===== src/rtl/la_ioremap.sv =====
// la_ioremap: runtime-programmable pad<->core channel remapper.
// Each pad has a (sel, en) table entry. A table write holds the target pad at
// high-Z for GUARD cycles before the new route commits, so the pad never
// glitches between the old and the new channel.
module la_ioremap #(
    parameter  int N     = 8,
    parameter  int GUARD = 4,
    localparam int SELW  = $clog2(N)
) (
    input  logic            clk,
    input  logic            rst,
    input  logic            cfg_valid,
    output logic            cfg_ready,
    input  logic [SELW-1:0] cfg_pad,
    input  logic [SELW-1:0] cfg_sel,
    input  logic            cfg_en,
    output logic            cfg_err,
    output logic            busy,
    input  logic [N-1:0]    core_out,
    input  logic [N-1:0]    core_oe,
    output logic [N-1:0]    core_in,
    output logic [N-1:0]    pad_out,
    output logic [N-1:0]    pad_oe,
    input  logic [N-1:0]    pad_in
);
    localparam int CW = $clog2(GUARD + 1);

    typedef enum logic {S_IDLE, S_GUARD} state_t;

    state_t                 state_q, state_d;
    logic [CW-1:0]          cnt_q, cnt_d;
    logic [SELW-1:0]        pend_pad_q, pend_pad_d;
    logic [SELW-1:0]        pend_sel_q, pend_sel_d;
    logic                   pend_en_q, pend_en_d;
    logic [N-1:0][SELW-1:0] sel_q, sel_d;
    logic [N-1:0]           en_q, en_d;
    logic                   err_evt_q, err_evt_d;
    logic                   cfg_err_q, cfg_err_d;
    logic [N-1:0]           pad_out_q, pad_out_d;
    logic [N-1:0]           pad_oe_q, pad_oe_d;
    logic [N-1:0]           core_in_q, core_in_d;
    logic [N-1:0]           mask;
    logic                   hs;
    logic                   req_ok;

    // The config port is closed while resetting so nothing is accepted then.
    assign cfg_ready = (state_q == S_IDLE) && !rst;
    assign busy      = (state_q == S_GUARD) && !rst;
    assign hs        = cfg_valid && cfg_ready;
    assign req_ok    = (32'(cfg_pad) < 32'(N)) && (32'(cfg_sel) < 32'(N));

    // Config FSM: accept/reject requests, count down the guard, commit the entry.
    always_comb begin
        state_d    = state_q;
        cnt_d      = cnt_q;
        pend_pad_d = pend_pad_q;
        pend_sel_d = pend_sel_q;
        pend_en_d  = pend_en_q;
        sel_d      = sel_q;
        en_d       = en_q;
        err_evt_d  = 1'b0;
        // Error is flagged one stage later so it lines up with the other registered outputs.
        cfg_err_d  = err_evt_q;
        case (state_q)
            S_IDLE: begin
                if (hs) begin
                    if (req_ok) begin
                        pend_pad_d = cfg_pad;
                        pend_sel_d = cfg_sel;
                        pend_en_d  = cfg_en;
                        cnt_d      = CW'(GUARD - 1);
                        state_d    = S_GUARD;
                    end else begin
                        err_evt_d = 1'b1;
                    end
                end
            end
            S_GUARD: begin
                if (cnt_q != '0) begin
                    cnt_d = cnt_q - CW'(1);
                end else begin
                    sel_d[pend_pad_q] = pend_sel_q;
                    en_d[pend_pad_q]  = pend_en_q;
                    state_d           = S_IDLE;
                end
            end
            default: state_d = S_IDLE;
        endcase
    end

    // Only the pad being rewritten is parked during the guard window.
    always_comb begin
        mask = '0;
        if (state_q == S_GUARD) mask[pend_pad_q] = 1'b1;
    end

    // Routing: pads pick their channel; each channel takes the lowest live pad.
    always_comb begin
        pad_out_d = '0;
        pad_oe_d  = '0;
        core_in_d = '0;
        for (int p = 0; p < N; p++) begin
            pad_out_d[p] = (en_q[p] && !mask[p]) ? core_out[sel_q[p]] : 1'b0;
            pad_oe_d[p]  = (en_q[p] && !mask[p]) ? core_oe[sel_q[p]]  : 1'b0;
        end
        for (int c = 0; c < N; c++) begin
            // Walk downward so the lowest matching pad is the last writer.
            for (int p = N - 1; p >= 0; p--) begin
                if (en_q[p] && !mask[p] && (sel_q[p] == SELW'(c))) core_in_d[c] = pad_in[p];
            end
        end
    end

    // State and output registers; reset restores the identity alias.
    always_ff @(posedge clk) begin
        if (rst) begin
            state_q    <= S_IDLE;
            cnt_q      <= '0;
            pend_pad_q <= '0;
            pend_sel_q <= '0;
            pend_en_q  <= 1'b0;
            en_q       <= '1;
            for (int p = 0; p < N; p++) sel_q[p] <= SELW'(p);
            err_evt_q  <= 1'b0;
            cfg_err_q  <= 1'b0;
            pad_out_q  <= '0;
            pad_oe_q   <= '0;
            core_in_q  <= '0;
        end else begin
            state_q    <= state_d;
            cnt_q      <= cnt_d;
            pend_pad_q <= pend_pad_d;
            pend_sel_q <= pend_sel_d;
            pend_en_q  <= pend_en_d;
            sel_q      <= sel_d;
            en_q       <= en_d;
            err_evt_q  <= err_evt_d;
            cfg_err_q  <= cfg_err_d;
            pad_out_q  <= pad_out_d;
            pad_oe_q   <= pad_oe_d;
            core_in_q  <= core_in_d;
        end
    end

    assign cfg_err = cfg_err_q;
    assign pad_out = pad_out_q;
    assign pad_oe  = pad_oe_q;
    assign core_in = core_in_q;

endmodule


===== config.mk =====
export PLATFORM = sky130hd
export DESIGN_NAME = la_ioremap
export DESIGN_NICKNAME = d
export VERILOG_FILES = /design/src/rtl/la_ioremap.sv
export SDC_FILE = /design/constraint.sdc
export NUM_CORES = 1
export LEC_CHECK = 0
export ABC_AREA = 1
export BUFFER_PORTS_ARGS = -buffer_cell sky130_fd_sc_hd__clkbuf_2
export CAP_MARGIN = 20
export CORE_MARGIN = 3
export CORE_UTILIZATION = 26
export DETAILED_ROUTE_END_ITERATION = 12
export PLACE_DENSITY = 0.5
export RECOVER_POWER = 100
export SLEW_MARGIN = 15
export SYNTH_ARGS = -nofsm -noshare
export SYNTH_HDL_FRONTEND = slang
export SYNTH_SLANG_ARGS = --single-unit

===== constraint.sdc =====
create_clock -name clk -period 1.4 [get_ports clk]
set_input_delay 0.28 -clock clk [delete_from_list [all_inputs] [get_ports clk]]
set_output_delay 0.28 -clock clk [all_outputs]
set_load 0.05 [all_outputs]

==> metrics.yaml <==
status: "finished with violations"
violations: "negative setup slack"
yosysWarnings: 0
die-height_um: 137.3
cts_tree: "built"
cts_buffers: 9
min_path_cells: 3
cpLargestDelayFamily: "simple AND/OR/NAND/NOR gates"
holdCritPathClass: "in -> reg"
worst-path-buf-inv: 2
ant_nets: 0
ctsRootBufferMaster: "clkbuf_16"
worstSetupPathDepth: 10
gp_congestion: 0.9392
ys_ff_latch: 67
diodes: 0
placed_area_sq_mm: 0.005592
grt_first_pass_wirelength_um: 26100
synth_top_flop_cell: "dfxtp_1"
yosys-top-cells-area: "dfxtp_1 (30%), nand2_1 (18%), nor2_1 (9.0%)"
yosysMostFrequentCell: "nand2_1"
clock_path_buffers: 2
route.detailed.drc: 0
layout_setup_ws_ns: -0.1385
cp-end-kind: "register"
clk_latency_ns: 0.35
reg2reg_from: "pend_pad_q[2]"
rsz0062_at_grt: "yes"
synth_top_cell_area_share: 0.2991
r2r.worst_path.cells: 10
yosysUniqueCellTypes: 34
hold_ws_ns: 0.1362
drtIter0Drc: 335
wire_per_inst_um: 15.00
via_per_inst: 4.853
drv_cap: 0
num_vias: 5382
gr-total-overflow: 0
clock_sinks: 67
fin_crit_sh: 1.099
hold_buffers: 0
arrival_ns: 1.77
first_pass_iters: 4
clock_skew_ns: 0.01251
critPathSlowestCell: "dfxtp_4"
cpPeakStageDelay_ns: 0.37
synth.largest_area_cell: "dfxtp_1"
rows: 47
final_cells: 1109
dpl.cell_count: 1083
synth_edf_count: 0
r2r-end: "core_in[4]"
first_global_vias: 4959
worstPathCellList: "buf_12, nor2_4, nand2_2, nand2_4, nor2_4, buf_4, a31oi_1, nand2_1, nand2_1, a21oi_2"
min_from: "cfg_sel[0]"
async_flop_share: 0
area_delta_synth_final_pct: 43.36
wl_um: 16630
clk_pin_slew_ns: 0.06
stdcell_area_sq_mm: 0.006429
synth_area_per_cell_sq_um: 5.955
dieArea_sq_mm: 0.01886
place_ws_ns: -0.2518
place_hpwl_um: 12520
finalHoldViolCount: 0
start_util: 0.2676
io-pin-count: 61
slew_viol_final: 0
syn_inst: 753
critPathRequiredTime_ns: 1.63
setup_viol: 11
peakVddDrop_mv: 0.6096
core_area_sq_mm: 0.01676
syn_area_sq_mm: 0.004484
grt_use_total: 0.1789
yosys-top-cells-count: "nand2_1 (221), nor2_1 (108), inv_1 (89), dfxtp_1 (67), nand3_1 (52)"
reg2reg_slack_ns: -0.14
clock.fmax_ghz: 0.6500
fillers: 1833
fin_crit_ns: 1.538
leakage_nw: 3.105
die_x_um: 137.3
h-tree-depth: 3
crit_type: "reg -> reg"
drive_gt1_frac: 0.3206
ys_seq_area_frac: 0.2991
p_per_area_mw_per_mm2: 848.6
final_nets: 920
grt_max_degree: 24
numPortBuffers: 59
critPathMaxFanout: 5
antenna_found_initial: 0
min_to: "pend_sel_q[0]"
syn_nets: 789
critPathLaunchType: "register"
## cell families (layout without fill, tap and decap cells)
| kind of cell | Yosys count | count (layout) | synth area share |
|---|---|---|---|
| buffers and inverters | 124 | 258 | 0.1099 |
| and+or+nand+nor | 409 | 411 | 0.3714 |
| other | 1 | 1 | 0.0008363 |
| AOI/OAI and AO/OA | 150 | 150 | 0.2132 |
| DFF | 67 | 67 | 0.2991 |
| adders and majority gates | 2 | 2 | 0.005579 |
## sequential cells by signal, indices dropped and copies added, names as in the netlist
name	flops
sel_q	24
pend_en_q	1
pad_oe	8
pend_pad_q	3
cnt_q	3
core_in	8
pad_out	8
pend_sel_q	3
state_q	1
en_q	8
## through the flow
step,utilization,setup TNS [ns],total power [W]
2_1_floorplan,-,-0.3871,0.002685
3_5_place_dp,0.3336,-3.443,0.003028
5_1_grt,0.3836,-2.874,0.005693
3_3_place_gp,0.3336,-2.772,0.003031
6_report,0.3836,-0.9935,0.005456
4_1_cts,0.3690,-0.9477,0.005443
## per-layer routing
| layer | wire, um | global-route usage | part of all wire | up-vias |
|---|---|---|---|---|
| met1 | 8153 | 0.2554 | 0.49 | 2442 |
| met4 | 229 | 0.04767 | 0.014 | 0 |
| met3 | 935 | 0.03433 | 0.056 | 18 |
| li1 | - | - | - | 2756 |
| met5 | 0 | 0 | 0 | - |
| met2 | 7314 | 0.2755 | 0.44 | 166 |
## layout make-up
class	instances	area, sq um	share of cell area
multi-input cells	564	3079	0.4790
flip-flops and latches	67	1366	0.2125
repair buffers	149	1057	0.1645
inverters	92	350.3	0.05450
well taps	220	275.3	0.04282
clock buffers	12	246.5	0.03834
clock inverters	4	50.05	0.007785
repair inverters	1	3.754	0.0005839
## power by group
part,total (W),switching (W),internal [W]
registers,0.00206,0.0000664,0.00199
clock network,0.00232,0.000891,0.00143
logic,0.00108,0.000712,0.000367
total,0.00546,0.00167,0.00379
## timing repair
| item | in CTS | in global routing |
|---|---|---|
| gates resized for setup | 64 | 100 |
| pin swaps | 20 | 21 |
| endpoints found under the setup margin | 43 | 57 |
| gates cloned | 3 | 0 |
| setup buffers | 6 | 2 |
## how the worst max path moves through the flow
stage | from | endpoint | slack, ns
floorplan | rst | cnt_q[2] | -0.07
global placement | pend_pad_q[0] | core_in[4] | -0.25
detailed placement | pend_pad_q[0] | core_in[4] | -0.25
CTS | pend_pad_q[1] | core_in[1] | -0.12
global route | pend_pad_q[2] | core_in[0] | -0.24
finish | pend_pad_q[2] | core_in[4] | -0.14
## cell usage in the layout (no fill, tap or decap), drive strengths merged, types with 10 or more instances in the layout
cell type / synthesis / routed
nand3: 52 / 52
o211ai: 12 / 12
nand4: 10 / 10
nor2: 113 / 113
dfxtp: 67 / 67
inv: 90 / 92
a221oi: 16 / 16
buf: 21 / 86
a21oi: 52 / 52
a211oi: 11 / 11
clkbuf: 11 / 75
o21ai: 28 / 28
nand2: 226 / 228
a22oi: 14 / 14
## worst reg2reg max path, cell delays in order (launching register included)
cell and delay, ns:
dfxtp_4 0.37, buf_12 0.13, nor2_4 0.16, nand2_2 0.10, nand2_4 0.12, nor2_4 0.07, buf_4 0.13, a31oi_1 0.14
nand2_1 0.08, nand2_1 0.08, a21oi_2 0.05
Power figures use the tool's default switching activity.
